--- src/rtl/fifo_pkg.sv ---
// fifo_pkg: shared status bundle and width helper for the synchronous FIFO.
package fifo_pkg;
    typedef struct packed {
        logic full;
        logic empty;
        logic almost_full;
        logic almost_empty;
        logic overflow;
        logic underflow;
    } fifo_status_t;

    function automatic int fifo_cnt_w(input int depth);
        return $clog2(depth + 1);
    endfunction
endpackage

--- src/rtl/fifo_mem.sv ---
// fifo_mem: flop-array storage with one synchronous write port and one asynchronous read port.
module fifo_mem #(
    parameter int WIDTH = 16,
    parameter int DEPTH = 16
) (
    input  logic                     clk,
    input  logic                     we,
    input  logic [$clog2(DEPTH)-1:0] waddr,
    input  logic [WIDTH-1:0]         wdata,
    input  logic [$clog2(DEPTH)-1:0] raddr,
    output logic [WIDTH-1:0]         rdata
);
    logic [WIDTH-1:0] mem_q [DEPTH];

    always_ff @(posedge clk) begin
        if (we) mem_q[waddr] <= wdata;
    end

    assign rdata = mem_q[raddr];
endmodule

--- src/rtl/fifo_sync_flags.sv ---
// fifo_sync_flags: single-clock FIFO with occupancy count, almost flags, sticky over/underflow and flush.
// Define FIFO_FWFT_EN for a first-word-fall-through output instead of the registered 1-cycle read.
module fifo_sync_flags
    import fifo_pkg::*;
#(
    parameter int WIDTH     = 16,
    parameter int DEPTH     = 16,
    parameter int AF_THRESH = DEPTH - 2,
    parameter int AE_THRESH = 2,
    localparam int PTR_W    = $clog2(DEPTH),
    localparam int CNT_W    = fifo_cnt_w(DEPTH)
) (
    input  logic             clk,
    input  logic             rst_,
    input  logic             fifo_flush,
    input  logic             fifo_write,
    input  logic [WIDTH-1:0] fifo_data_in,
    input  logic             fifo_read,
    output logic [WIDTH-1:0] fifo_data_out,
    output logic             fifo_full,
    output logic             fifo_empty,
    output logic             fifo_almost_full,
    output logic             fifo_almost_empty,
    output logic [CNT_W-1:0] fifo_count,
    output logic             fifo_overflow,
    output logic             fifo_underflow
);
    localparam logic [CNT_W-1:0] DEPTH_C = CNT_W'(DEPTH);
    localparam logic [CNT_W-1:0] AF_C    = CNT_W'(AF_THRESH);
    localparam logic [CNT_W-1:0] AE_C    = CNT_W'(AE_THRESH);

    logic [PTR_W-1:0] wr_ptr_q, wr_ptr_d, rd_ptr_q, rd_ptr_d;
    logic [CNT_W-1:0] count_q, count_d;
    logic             ovf_q, unf_q, rd_ok, wr_ok;
    logic [WIDTH-1:0] rdata;
    fifo_status_t     st;

    assign st = '{full:         count_q == DEPTH_C,
                  empty:        count_q == '0,
                  almost_full:  count_q >= AF_C,
                  almost_empty: count_q <= AE_C,
                  overflow:     ovf_q,
                  underflow:    unf_q};

    // a full FIFO still takes a write when the same edge pops a word
    assign rd_ok    = fifo_read & ~st.empty;
    assign wr_ok    = fifo_write & (~st.full | rd_ok);
    assign wr_ptr_d = wr_ok ? wr_ptr_q + PTR_W'(1) : wr_ptr_q;
    assign rd_ptr_d = rd_ok ? rd_ptr_q + PTR_W'(1) : rd_ptr_q;
    assign count_d  = count_q + CNT_W'(wr_ok) - CNT_W'(rd_ok);

    fifo_mem #(.WIDTH(WIDTH), .DEPTH(DEPTH)) u_mem (
        .clk   (clk),
        .we    (wr_ok & ~fifo_flush),
        .waddr (wr_ptr_q),
        .wdata (fifo_data_in),
        .raddr (rd_ptr_q),
        .rdata (rdata)
    );

    always_ff @(posedge clk or negedge rst_) begin
        if (!rst_) begin
            wr_ptr_q <= '0;
            rd_ptr_q <= '0;
            count_q  <= '0;
            ovf_q    <= 1'b0;
            unf_q    <= 1'b0;
        end else if (fifo_flush) begin
            wr_ptr_q <= '0;
            rd_ptr_q <= '0;
            count_q  <= '0;
            ovf_q    <= 1'b0;
            unf_q    <= 1'b0;
        end else begin
            wr_ptr_q <= wr_ptr_d;
            rd_ptr_q <= rd_ptr_d;
            count_q  <= count_d;
            if (fifo_write & ~wr_ok) ovf_q <= 1'b1;
            if (fifo_read & st.empty) unf_q <= 1'b1;
        end
    end

`ifdef FIFO_FWFT_EN
    assign fifo_data_out = st.empty ? '0 : rdata;
`else
    logic [WIDTH-1:0] dout_q;

    always_ff @(posedge clk or negedge rst_) begin
        if (!rst_) dout_q <= '0;
        else if (~fifo_flush & rd_ok) dout_q <= rdata;
    end

    assign fifo_data_out = dout_q;
`endif

    assign fifo_full         = st.full;
    assign fifo_empty        = st.empty;
    assign fifo_almost_full  = st.almost_full;
    assign fifo_almost_empty = st.almost_empty;
    assign fifo_count        = count_q;
    assign fifo_overflow     = st.overflow;
    assign fifo_underflow    = st.underflow;
endmodule

--- config.mk ---
export PLATFORM = sky130hd
export DESIGN_NAME = fifo_sync_flags
export DESIGN_NICKNAME = d
export VERILOG_FILES = /design/src/rtl/fifo_pkg.sv /design/src/rtl/fifo_mem.sv /design/src/rtl/fifo_sync_flags.sv
export SDC_FILE = /design/constraint.sdc
export NUM_CORES = 1
export LEC_CHECK = 0
export ABC_AREA = 1
export ABC_CLOCK_PERIOD_IN_PS = 2900
export CAP_MARGIN = 40
export CORE_MARGIN = 8
export CORE_UTILIZATION = 55
export DETAILED_ROUTE_END_ITERATION = 10
export PLACE_DENSITY = 0.76
export SETUP_SLACK_MARGIN = 0.4
export SLEW_MARGIN = 20
export SYNTH_ARGS = -nofsm -noshare
export SYNTH_HDL_FRONTEND = slang
export SYNTH_SLANG_ARGS = --single-unit
--- constraint.sdc ---
create_clock -name clk -period 2.9 [get_ports clk]
set_clock_uncertainty 0.05 [all_clocks]
set_input_delay 0.87 -clock clk [delete_from_list [all_inputs] [get_ports clk]]
set_output_delay 0.87 -clock clk [all_outputs]
set_load 0.005 [all_outputs]
* Yosys cells after proc, flatten, opt, wreduce, memory -nomap -nowiden
Memories as Yosys holds them, arrays and structs flattened. A register that Yosys moved wholly into a read port is not among the register bits.
Index checks and enable logic that the tools add are counted.
** Word-level totals
- Bits in registers :: 15
- Latch bits :: 0
- Bits in writable memories :: 256
- Memory bits (read-only) :: 0
- Input port bits :: 21
- Output and inout port bits :: 27
- Logic and storage cells :: 41
- Memories kept :: 1
** Cells by class
- Add/sub/neg operators :: 4
- Multiply operators :: 0
- Div/mod/pow operators :: 0
- $lt $le $gt $ge :: 2
- Equality and inequality tests :: 1
- Shift-type cells :: 0
- Muxes and demuxes :: 11
- Bitwise operators :: 11
- Reductions and logical operators :: 6
** Memory list
- u_mem.mem_q :: words 16, bits a word 16, rd ports 1, clocked after Yosys merged registers in 1, wr ports 1, RTL line fifo_mem.sv:13 : logic [WIDTH-1:0] mem_q [DEPTH];
** Operator list (number)
- $mux W4 :: 4
- $add A4 B1 Y4 const B :: 2
- $reduce_bool A2 Y1 :: 4
- $and A1 B1 Y1 :: 6
- $mux W1 :: 6
- $add A5 B1 Y5 :: 1
- $eq A5 B5 Y1 const B :: 1
- $ge A5 B4 Y1 const B :: 1
- $le A5 B2 Y1 const B :: 1
- $logic_not A5 Y1 :: 1
- $mux W5 :: 1
- $sub A5 B1 Y5 :: 1
- $not A1 Y1 :: 4
- $logic_not A1 Y1 :: 1
- $or A1 B1 Y1 :: 1

* Depth between registers and ports, before layout
- Depth in word-level cells :: 9
- Mapped depth :: 16

* Cells and area by module
Synthesis repeated with hierarchy kept, for this count alone.
** Second synthesis, totals
- Cell total of the unflattened synthesis :: 1247
- Area, all modules :: 12784.8 um2
** By module, submodules not included
- fifo_mem :: times used 1, cells each 1058, area each 11060.6 um2, seq. area each 7687.4 um2
- fifo_sync_flags :: times used 1, cells each 189, area each 1724.2 um2, seq. area each 775.7 um2

* Worst setup path before layout
OpenSTA, ideal clock, no wires.
- Kind :: in2reg
- From :: in fifo_flush
- To :: mem u_mem.mem_q[1][0] (enable)
- Arrival :: 2.504 ns
- Data required time :: 2.441 ns
- Path slack :: -0.063 ns
- Stages :: 4
- Path through :: buf_2 -> nor2_1 -> inv_1 -> nor3_1
** Between the ends
- Word-level cells in the longest chain between the ends :: 4
** Ends and longest elaborated chain
- start: declaration :: RTL line fifo_sync_flags.sv:15 : input logic fifo_flush,
- $not A1 Y1 :: RTL line fifo_sync_flags.sv:54 : .we (wr_ok & ~fifo_flush),
- $and A1 B1 Y1 :: RTL line fifo_sync_flags.sv:54
- $mux W1 :: RTL line fifo_mem.sv:16 : if (we) mem_q[waddr] <= wdata;
- $mux W1 (not written as such) :: RTL line fifo_mem.sv:16
- end: declaration :: RTL line fifo_mem.sv:13
Every way passes these cells.

* Worst setup path after layout
- From :: reg count_q[2] (netlist: fifo_count[2])
- To :: out fifo_almost_empty
** Between the ends
- Word-level cells in the longest chain between the ends :: 1
** Ends and longest elaborated chain
- start: declaration :: RTL line fifo_sync_flags.sv:33 : logic [CNT_W-1:0] count_q, count_d;
- start signal: assignment :: RTL line fifo_sync_flags.sv:77 : count_q <= count_d;
- $le A5 B2 Y1 :: RTL line fifo_sync_flags.sv:41 : almost_empty: count_q <= AE_C,
- end: declaration :: RTL line fifo_sync_flags.sv:23 : output logic fifo_almost_empty,
Every way passes these cells.

==> flow_summary.ini <==
[run_status]
status = finished clean

[floorplanning]
die_x_um = 167.0
ios = 48
start_util = 0.5574
die_y_um = 167.0
num_rows = 55
dieArea_um2 = 27890
fp.coreArea_um2 = 22500

[grt]
grt_pass1_wl_mm = 47.84
grt_pass1_vias = 8587
gr-usage-all-layers = 0.2166
antenna_found_initial = 0
grt_start_max_net_pins = 131
overflow = 0

[synth]
seq_area_frac_synth = 0.6747
syn_inst = 1237
synth_fp_nets = 1274
ys.warnings.count = 0
yosysUniqueCellTypes = 22
synth-seq-cells = 287
synth_area_per_cell_um2 = 10.14
syn_area_um2 = 12540

[job]
drv_cap = 0

[cts]
cts_max_path_buffers = 3
cts-htree-levels = 1
ctsHoldBuffers = 0
clk_latency_ns = 0.54
clkTransAtPathRegs_ns = 0.06
cts_tree = yes
cts.sinks = 287
ctsRootBufferMaster = clkbuf_16
cts_buffers = 29

[power]
ir_worst_vdd_mv = 0.4398
p_int_uw = 7798
p_comb_frac = 0.263
switching_share = 0.3110
total_power_uw = 11320
clkPwrFrac = 0.310
p_seq_frac = 0.427
leakage_uw = 0.006413
powerDensity_nw_per_um2 = 765.8
power_switching_uw = 3520

[placement]
placedCellCount = 1574
port_buffers = 47
placed_cell_area_um2 = 13770
place_hpwl_mm = 18.95
place.gp.congestion = 0.8584

[worst_setup_path]
crit_required_ns = 1.98
worst_ep_arrival_time_ns = 1.60
start_kind = register
path_class = register to output port
worstSetupEndpointType = output port
critical_path.max_fanout = 3

[sta]
finalCritPeriodShare = 0.8697
max_freq_mhz = 396.5
setup_viol = 0
max_slew_margin = 0.4996
hold_viol_final = 0
whs_ns = 0.4288
grt_setup_unrepaired = yes
maxSlewViolCount = 0
period_needed_ns = 2.522
worst_pin_slew_ns = 0.7461

[route]
first_pass_iters = 6
wl_per_cell_um = 18.66
drt_iter0_drc = 1235
ant_nets = 0
drc = 0
vias = 8883
viasPerCell = 5.433
wl_mm = 30.51

[final_layout]
final_common_cell = nand2_1
final_nets = 1366
layout.cells.non_filler = 1635
design_area_um2 = 14780
drive_gt1_frac = 0.1148
diodes = 0
area_growth_pct = 17.84
mostFrequentLayoutCells = nand2_1, edfxtp_1, inv_1

[min_path]
hp-class = register to register
[registers in the layout, summed over array words and instances (netlist names)]
signal / count
fifo_count: 5
fifo_data_out: 16
fifo_overflow: 1
fifo_underflow: 1
rd_ptr_q: 4
u_mem.mem_q: 256
wr_ptr_q: 4
[power groups by stage]
| stage | Clock (µW) | Sequential [µW] | Combinational (µW) |
|---|---|---|---|
| finish | 3510 | 4830 | 2980 |
| global placement | 0 | 4900 | 2710 |
| CTS | 3550 | 4830 | 2870 |
| global route | 3700 | 4850 | 3290 |
| floorplan | 0 | 4900 | 1600 |
| detailed placement | 0 | 4910 | 2760 |
[repair_timing]
item	4_1_cts	5_1_grt
endpoints found under the setup margin	5	5
buffers inserted	5	4
hold endpoints to repair	0	0
pin swaps	4	5
gates resized for setup	30	12
[per-stage QoR]
| step | TNS [ns] | utilization | worst slack [ns] |
|---|---|---|---|
| after detailed placement | -0.06556 | 0.6117 | -0.06556 |
| after global routing | 0 | 0.6568 | 0.3168 |
| final | 0 | 0.6568 | 0.3779 |
| after floorplan | -8.114 | - | -0.06339 |
| after CTS | 0 | 0.6543 | 0.3607 |
| after global placement | -0.06712 | 0.6117 | -0.06712 |
[synthesized netlist by cell type, drive strengths merged]
cell type | count | area share
xor2 | 2 | 0.0014
a21oi | 6 | 0.0024
clkinv | 2 | 0.00060
fa | 1 | 0.0016
inv | 219 | 0.066
nand3 | 199 | 0.080
buf | 45 | 0.017
nand4 | 1 | 0.00050
nand2 | 404 | 0.12
o21a | 2 | 0.0012
dfrtp | 31 | 0.062
ha | 15 | 0.015
o21ai | 11 | 0.0044
a31oi | 1 | 0.00050
or2 | 1 | 0.00050
nor3 | 13 | 0.0052
clkbuf | 10 | 0.0030
nor2 | 18 | 0.0054
edfxtp | 256 | 0.61
[final timing paths]
kind | cells past startpoint | slack [ns] | to | start
worst min register to register | 2 | 0.43 | fifo_data_out[12] | fifo_data_out[12]
min in group asynchronous | 1 | 0.64 | fifo_data_out[11] | rst_
worst max register to register | 17 | 0.49 | fifo_count[4] | fifo_count[2]
worst min-delay path | 2 | 0.43 | fifo_data_out[12] | fifo_data_out[12]
max in group asynchronous | 2 | 1.46 | fifo_count[1] | rst_
worst max-delay path | 7 | 0.38 | fifo_almost_empty | fifo_count[2]
[area by class of cell]
cell class / count / area [µm²]
repair buffers: 116 / 1101
well taps: 285 / 356.6
clock buffers: 35 / 748.2
multi-input cells: 674 / 3128
clock inverters: 17 / 141.4
inverters: 221 / 835.8
fillers: 1639 / 7722
flip-flops and latches: 287 / 8469
[worst max-delay path: stages (launching register included)]
cell	delay [ns]
dfrtp_1	0.36
inv_2	0.07
buf_6	0.12
ha_4	0.15
inv_4	0.06
nor2_4	0.03
o21a_1	0.16
buf_2	0.12
[kinds of logic (layout without fill, tap and decap cells)]
kind of cell / count (synthesis) / after routing / share of synthesized area
fa+ha+maj: 16 / 16 / 0.01656
xor+xnor: 2 / 2 / 0.001397
buf+inv: 276 / 389 / 0.08658
flops: 287 / 287 / 0.6747
compound gates: 20 / 20 / 0.008479
simple gates: 636 / 636 / 0.2123
[metal layers]
| layer | routed length, µm | up-vias | global-route usage |
|---|---|---|---|
| met4 | 771 | 0 | 0.06541 |
| met3 | 3245 | 56 | 0.04799 |
| li1 | - | 4160 | - |
| met5 | 0 | - | 0 |
| met2 | 14050 | 480 | 0.3418 |
| met1 | 12440 | 4187 | 0.2965 |
Power figures use the tool's default switching activity.
